==> config.mk <==
export PLATFORM = sky130hd
export DESIGN_NAME = fpt_relay_uart_tx
export DESIGN_NICKNAME = d
export VERILOG_FILES = /design/src/rtl/fpt_relay_uart_tx.sv
export SDC_FILE = /design/constraint.sdc
export NUM_CORES = 1
export LEC_CHECK = 0
export BUFFER_PORTS_ARGS = -buffer_cell sky130_fd_sc_hd__buf_2
export CORE_AREA = 2 2 83 85
export CTS_CLUSTER_SIZE = 25
export DETAILED_ROUTE_END_ITERATION = 8
export DIE_AREA = 0 0 85 87
export PLACE_DENSITY = 0.73
export SLEW_MARGIN = 30
export SYNTH_ARGS = -nofsm -noshare
export SYNTH_HDL_FRONTEND = slang
export SYNTH_SLANG_ARGS = --single-unit
==> constraint.sdc <==
create_clock -name clk_100mhz -period 6.9 [get_ports clk_100mhz]
set_input_delay 0.345 -clock clk_100mhz [delete_from_list [all_inputs] [get_ports clk_100mhz]]
set_output_delay 0.345 -clock clk_100mhz [all_outputs]
set_load 0.05 [all_outputs]
==> src/rtl/fpt_relay_uart_tx.sv <==
// Telemetry transmitter: captures an FPT core snapshot and sends it as a
// 5-byte checksummed 8N1 UART frame (sync, seq/flags, corr hi, corr lo, xor).
module fpt_relay_uart_tx #(
    parameter int unsigned CLKS_PER_BIT = 868,
    parameter logic [7:0]  SYNC_BYTE    = 8'hA5
) (
    input  logic        clk_100mhz,
    input  logic        rst_n,
    input  logic        snap_valid,
    output logic        snap_ready,
    input  logic [15:0] motor_correction,
    input  logic        veto,
    input  logic [1:0]  attention_level,
    output logic        uart_tx,
    output logic        busy,
    output logic [7:0]  drop_count
);

    typedef enum logic [1:0] {
        IDLE,
        START,
        DATA,
        STOP
    } state_e;

    localparam logic [15:0] LAST_CLK = 16'(CLKS_PER_BIT - 1);

    state_e      state_q, state_d;
    logic [15:0] clk_cnt_q, clk_cnt_d;
    logic [2:0]  bit_idx_q, bit_idx_d;
    logic [2:0]  byte_idx_q, byte_idx_d;
    logic [3:0]  seq_q, seq_d;
    logic [3:0]  frame_seq_q, frame_seq_d;
    logic [15:0] corr_q, corr_d;
    logic        veto_q, veto_d;
    logic [1:0]  att_q, att_d;
    logic        tx_q, tx_d;
    logic        ready_q, ready_d;
    logic        busy_q, busy_d;
    logic [7:0]  drop_q, drop_d;
    logic [7:0]  cur_byte;
    logic        bit_done;

    function automatic logic [7:0] frame_byte(
        input logic [2:0]  idx,
        input logic [3:0]  s,
        input logic        v,
        input logic [1:0]  a,
        input logic [15:0] c
    );
        logic [7:0] b1;
        b1 = {s, 1'b0, v, a};
        case (idx)
            3'd0:    frame_byte = SYNC_BYTE;
            3'd1:    frame_byte = b1;
            3'd2:    frame_byte = c[15:8];
            3'd3:    frame_byte = c[7:0];
            default: frame_byte = b1 ^ c[15:8] ^ c[7:0];
        endcase
    endfunction

    always_comb begin
        state_d     = state_q;
        clk_cnt_d   = clk_cnt_q;
        bit_idx_d   = bit_idx_q;
        byte_idx_d  = byte_idx_q;
        seq_d       = seq_q;
        frame_seq_d = frame_seq_q;
        corr_d      = corr_q;
        veto_d      = veto_q;
        att_d       = att_q;
        drop_d      = drop_q;
        tx_d        = 1'b1;
        cur_byte    = '0;
        bit_done    = (clk_cnt_q == LAST_CLK);

        case (state_q)
            IDLE: begin
                if (snap_valid) begin
                    corr_d      = motor_correction;
                    veto_d      = veto;
                    att_d       = attention_level;
                    frame_seq_d = seq_q;
                    clk_cnt_d   = '0;
                    bit_idx_d   = '0;
                    byte_idx_d  = '0;
                    state_d     = START;
                end
            end
            START: begin
                if (bit_done) begin
                    clk_cnt_d = '0;
                    bit_idx_d = '0;
                    state_d   = DATA;
                end else begin
                    clk_cnt_d = clk_cnt_q + 16'd1;
                end
            end
            DATA: begin
                if (bit_done) begin
                    clk_cnt_d = '0;
                    if (bit_idx_q == 3'd7) begin
                        state_d = STOP;
                    end else begin
                        bit_idx_d = bit_idx_q + 3'd1;
                    end
                end else begin
                    clk_cnt_d = clk_cnt_q + 16'd1;
                end
            end
            STOP: begin
                if (bit_done) begin
                    clk_cnt_d = '0;
                    if (byte_idx_q < 3'd4) begin
                        byte_idx_d = byte_idx_q + 3'd1;
                        state_d    = START;
                    end else begin
                        seq_d   = seq_q + 4'd1;
                        state_d = IDLE;
                    end
                end else begin
                    clk_cnt_d = clk_cnt_q + 16'd1;
                end
            end
            default: state_d = IDLE;
        endcase

        // Line level is decoded from the next state so uart_tx is a flop output
        // that lines up exactly with the state register.
        cur_byte = frame_byte(byte_idx_d, frame_seq_d, veto_d, att_d, corr_d);
        case (state_d)
            START:   tx_d = 1'b0;
            DATA:    tx_d = cur_byte[bit_idx_d];
            default: tx_d = 1'b1;
        endcase
        ready_d = (state_d == IDLE);
        busy_d  = (state_d != IDLE);

        if (snap_valid && (state_q != IDLE) && (drop_q != 8'hFF)) begin
            drop_d = drop_q + 8'd1;
        end
    end

    always_ff @(posedge clk_100mhz or negedge rst_n) begin
        if (!rst_n) begin
            state_q     <= IDLE;
            clk_cnt_q   <= '0;
            bit_idx_q   <= '0;
            byte_idx_q  <= '0;
            seq_q       <= '0;
            frame_seq_q <= '0;
            corr_q      <= '0;
            veto_q      <= 1'b0;
            att_q       <= '0;
            tx_q        <= 1'b1;
            ready_q     <= 1'b1;
            busy_q      <= 1'b0;
            drop_q      <= '0;
        end else begin
            state_q     <= state_d;
            clk_cnt_q   <= clk_cnt_d;
            bit_idx_q   <= bit_idx_d;
            byte_idx_q  <= byte_idx_d;
            seq_q       <= seq_d;
            frame_seq_q <= frame_seq_d;
            corr_q      <= corr_d;
            veto_q      <= veto_d;
            att_q       <= att_d;
            tx_q        <= tx_d;
            ready_q     <= ready_d;
            busy_q      <= busy_d;
            drop_q      <= drop_d;
        end
    end

    assign uart_tx    = tx_q;
    assign snap_ready = ready_q;
    assign busy       = busy_q;
    assign drop_count = drop_q;

endmodule

---- Yosys cells after proc, flatten, opt, wreduce, memory -nomap -nowiden ----
Cells that the tools add are included.
operators by class
  add/sub/neg operators ................... 5
  order comparisons ....................... 2
  equality and inequality tests ........... 12
  reductions and logical operators ........ 9
  bitwise gates (word level) .............. 3
  multiplexer cells ....................... 31
operators by type and width
  operator                                                    count
  two-way mux 16 bit                                          4
  one-hot mux 16 bit (2 select lines)                         1
  one-hot mux 8 bit (4 select lines)                          1
  two-way mux 3 bit                                           7
  adder 16 x 1 -> 16 bit, second input constant               1
  equality test 16 x 10 -> 1 bit, second input constant       1
  bitwise XOR 8 bit                                           2
  two-way mux 2 bit                                           7
  one-hot mux 3 bit (3 select lines)                          1
  adder 8 x 1 -> 8 bit, second input constant                 1
  two-way mux 4 bit                                           2
  != test 8 bit, second input constant                        1
  one-hot mux 2 bit (4 select lines)                          1
  adder 3 x 1 -> 3 bit, second input constant                 2
  equality test 2 bit, second input constant                  3
  equality test 3 x 2 -> 1 bit, second input constant         2
  one-hot mux 3 bit (2 select lines)                          1
  adder 4 x 1 -> 4 bit, second input constant                 1
  equality test 2 x 1 -> 1 bit, second input constant         2
  zero test 2 bit                                             2
  less-than comparator 3 x 4 -> 1 bit, second input constant  1
  two-way mux 1 bit                                           4
  nonzero test 2 bit                                          2
  binary-select mux 1 bit (select 3 bit)                      1
  10 further kinds                                            11
word-level totals
  bits in registers ....................... 62
  logic and storage cells ................. 75

---- Depth between registers and ports, before layout ----
  depth after elaboration ................. 9
  depth in mapped cells ................... 13
  mapped depth without buffers ............ 12

---- Worst setup path before layout ----
Ideal clock, no wire load.
  kind .................................... reg2reg
  start ................................... register state_q[0]
  end ..................................... register tx_q (netlist: uart_tx)
  period minus slack after synthesis ...... 2.562 ns
  arrival ................................. 2.481 ns
  path slack .............................. 4.338 ns
  library setup time ...................... 0.081 ns
  data required time ...................... 6.819 ns
  cell stages (with the launch flop) ...... 12
  path through ............................ dfrtp_1 -> inv_1 -> ha_1 -> nor2b_1 -> clkbuf_1 -> o21ai_0 -> nand2b_4 -> o221ai_1 -> or4_1 -> a31oi_1 -> nor4_1 -> a32oi_1
between the ends
  longest elaborated chain between the ends .. 8
  elaborated cells on any way between the ends .. 28
ends and longest elaborated chain
  item                                                                        RTL line  RTL
  from (decl)                                                                 28        state_e state_q, state_d;
  from (signal assigned)                                                      160       state_q <= state_d;
  branches (longest 7 deep; another with one-hot mux 8 bit (4 select lines))  n/a
  one-hot mux 1 bit (2 select lines) *                                        131       case (state_d)
  via tx_d                                                                    37        logic tx_q, tx_d;
  to (signal assigned)                                                        169       tx_q <= tx_d;
  to (decl)                                                                   37
Mark *: on every way through the listed nets, which the timed path passes. The select of a mux whose other input is x is not followed.
A chain may end at the register's enable or synchronous reset.

---- Worst setup path in the final report ----
  start ................................... register state_q[1]
  end ..................................... register tx_q (netlist: uart_tx)
The elaborated chain is that of the path after synthesis.

==> impl_metrics.ini <==
[run_status]
status = finished, final reports clean

[synthesis]
ys_ff_latch = 62
synth_top_cell_by_area = dfrtp_1
synth_area_per_cell_um2 = 10.12
synth_cell_type_count = 60
synth_fp_nets = 372
synth_top_area_share_pct = 43.62
async_flop_share_pct = 100.0
synth_area_leaders = dfrtp_1 (44%), xnor2_1 (5.3%), mux2i_1 (5.2%)
syn_area_um2 = 3442
ys_warn_count = 0
ys.flop_type = dfrtp_1
synth_cells = 340
synth_edf_count = 0
seq_area_frac_synth_pct = 45.15

[die]
rows = 30
die_area_um2 = 7395
core_area_um2 = 6569
ios = 33
start_util_pct = 52.40
die_height_um = 87
die_width_um = 85

[place]
io_buffers = 32
gp_congestion = 0.8514
dp_slack_ns = 3.620
dp.cells = 446
dp_hpwl_um = 4836
place_area_um2 = 3672

[power_and_ir_drop]
power_density_nw_per_um2 = 221.4
p_int_uw = 597.0
p_leak_uw = 0.001988
power_frac_comb_pct = 16.0
p_total_uw = 855.7
p_sw_uw = 258.7
p_clk_share_pct = 37.0
sequentialPowerShare_pct = 47.1
vdd_drop_max_v = 0.0002629
p_sw_share_pct = 30.23

[worst_setup_path]
worstReg2RegStart = state_q[1]
crit_family = simple AND/OR/NAND/NOR gates
r2r_slack_ns = 3.54
ff2ff_path_depth = 10
cp-startpoint = state_q[1]
r2r_end = uart_tx
cp-end-kind = flop
startpoint_type = flop
crit_slowest_cell = nor2b_1
crit_buf_inv = 1
cp.arrival_ns = 3.63
max_stage_delay_ns = 0.76
crit_fanout = 14
worstPathRequired_ns = 7.16
path_cells = inv_1 -> ha_1 -> nor2b_1 -> o21ai_0 -> a21oi_2 -> nor2_2 -> or4_1 -> a31oi_1 -> nor4_1 -> a32oi_1
worst-setup-path-type = reg2reg
path_depth = 10

[grt]
grt_overflow = 0
grt_max_degree = 63
grt_usage_pct = 20.09
grt_pass1_vias = 2445
antenna_found_initial = 0
grt_pass1_wl_um = 11690

[drt]
vias_per_cell = 5.634
num_vias = 2603
drt-pass1-iter-count = 6
wirelength_um = 6989
wl_per_cell_um = 15.13
drc_errors = 0
drt_iter0_markers = 131
drtAntennaViolNets = 0

[sta]
skew_ns = 0.01416
min_period_ns = 3.365
final_hold_viol_count = 0
setup_ws_ns = 3.535
rsz0062_at_grt = false
fin_crit_sh_pct = 48.76
tightest_slew_ns = 0.9034
slew-limit-headroom_pct = 39.65
fmax_mhz = 297.2
setup_viol = 0
fin_setup_tns_ns = 0
drv_slew = 0

[clock_network]
clock-root-buffer = clkbuf_8
htreeDepth = 3
clk_pin_slew_ns = 0.07
post_cts_resized = 0
cts_sinks = 62
cts_setup_buffers = 0
numCtsBuffers = 9
postCtsHoldBufs = 0
tritoncts = built
clk_path_buf_depth = 2
clkLatencyLatePin_ns = 0.34

[worst_hold_path]
min_path_type = in2async

[finish]
final_cell_area_um2 = 3865
fin_nets = 409
num_antenna_cells = 0
drive_gt1_share_pct = 18.59
area_growth_pct = 12.29
fillers = 575
final_cell_count_no_fill = 462

[job]
drv_cap = 0
## metrics by stage
step / utilization (%) / hold slack, ns
floorplan: - / 0.04941
global placement: 55.90 / 0.4659
detailed placement: 55.90 / 0.4679
CTS: 58.84 / 0.1893
global route: 58.84 / 0.2562
finish: 58.84 / 0.1396
## placed cells by master (no fill, tap or decap), types with 3 or more instances in the layout
cell type  synthesis  routed
dfrtp_1           60      60
nand2_1           35      35
buf_2              3      32
inv_1             24      24
xnor2_1           21      21
o21ai_0           20      20
mux2i_1           18      18
nor2_1            18      18
a21oi_1           15      15
xor2_1            12      12
nand3_1           11      11
mux2_2            10      10
ha_1              10      10
clkbuf_8           0      10
nand4_1            9       9
and3_1             5       5
nor3_1             4       4
a31oi_1            4       4
nor2b_1            3       3
nor4_1             3       3
o31ai_1            3       3
## flip-flops by register name, indices dropped and copies added (netlist names)
signal / count
frame_seq_q: 4
seq_q: 4
uart_tx: 1
snap_ready: 1
drop_count: 8
bit_idx_q: 3
state_q: 2
clk_cnt_q: 16
byte_idx_q: 3
att_q: 2
corr_q: 16
busy: 1
veto_q: 1
## logic make-up (layout without fill, tap and decap cells)
logic type                 count (synthesis)  in the layout  synth area share [%]
xor gates and xnor gates                  33             33                 8.397
and+or+nand+nor                          108            108                 16.90
AOI/OAI and AO/OA                         66             66                 13.38
adders and majority gates                 10             10                 3.635
buffers and inverters                     33             75                 4.035
DFF                                       62             62                 45.15
muxes                                     28             28                 8.506
## final cells by class
| type | count | area (um^2) | area share (%) |
|---|---|---|---|
| multi-input cells | 245 | 1749 | 45.26 |
| clock inverters | 4 | 47.55 | 1.230 |
| inverters | 25 | 93.84 | 2.428 |
| well taps | 80 | 100.1 | 2.590 |
| clock buffers | 12 | 145.1 | 3.755 |
| flip-flops and latches | 62 | 1554 | 40.21 |
| repair buffers | 34 | 175.2 | 4.532 |
## Yosys cell counts, types with 2 or more instances
cell and count:
xnor2_1 21, mux2i_1 18, nand2_1 35, a311oi_1 2, xor2_1 12, or2b_1 2, dfstp_2 2, or3_1 2
mux2_2 10, nor2_1 18, inv_1 24, o31ai_1 3, nor3_1 4, nor2b_1 3, and4_1 2, a21o_1 2
nand3_1 11, o21ai_0 20, a31oi_1 4, dfrtp_1 60, buf_2 3, a211o_1 2, a21oi_1 15, o221ai_1 2
or4_1 2, nand2b_1 2, ha_1 10, clkbuf_1 3, nand4_1 9, and3_1 5, nor4_1 3
## routing by layer
layer / global-route usage [%] / part of all wire (%) / vias up
li1: - / - / 1285
met1: 27.36 / 48 / 1261
met2: 30.40 / 47 / 45
met3: 3.507 / 3.5 / 12
met4: 11.40 / 2.2 / 0
met5: 0 / 0 / -
## worst max-delay path by stage
stage	endpoint	slack, ns
floorplan	uart_tx	4.34
global placement	uart_tx	3.84
detailed placement	uart_tx	3.62
CTS	uart_tx	3.57
global route	uart_tx	3.23
finish	uart_tx	3.54
## power by group through the flow
stage,clock network [uW],logic (uW),registers [uW]
2_1_floorplan,0,31.5,473
3_3_place_gp,0,137,408
3_5_place_dp,0,138,409
4_1_cts,322,138,403
5_1_grt,341,145,406
6_report,316,137,403
Power figures use the tool's default switching activity.
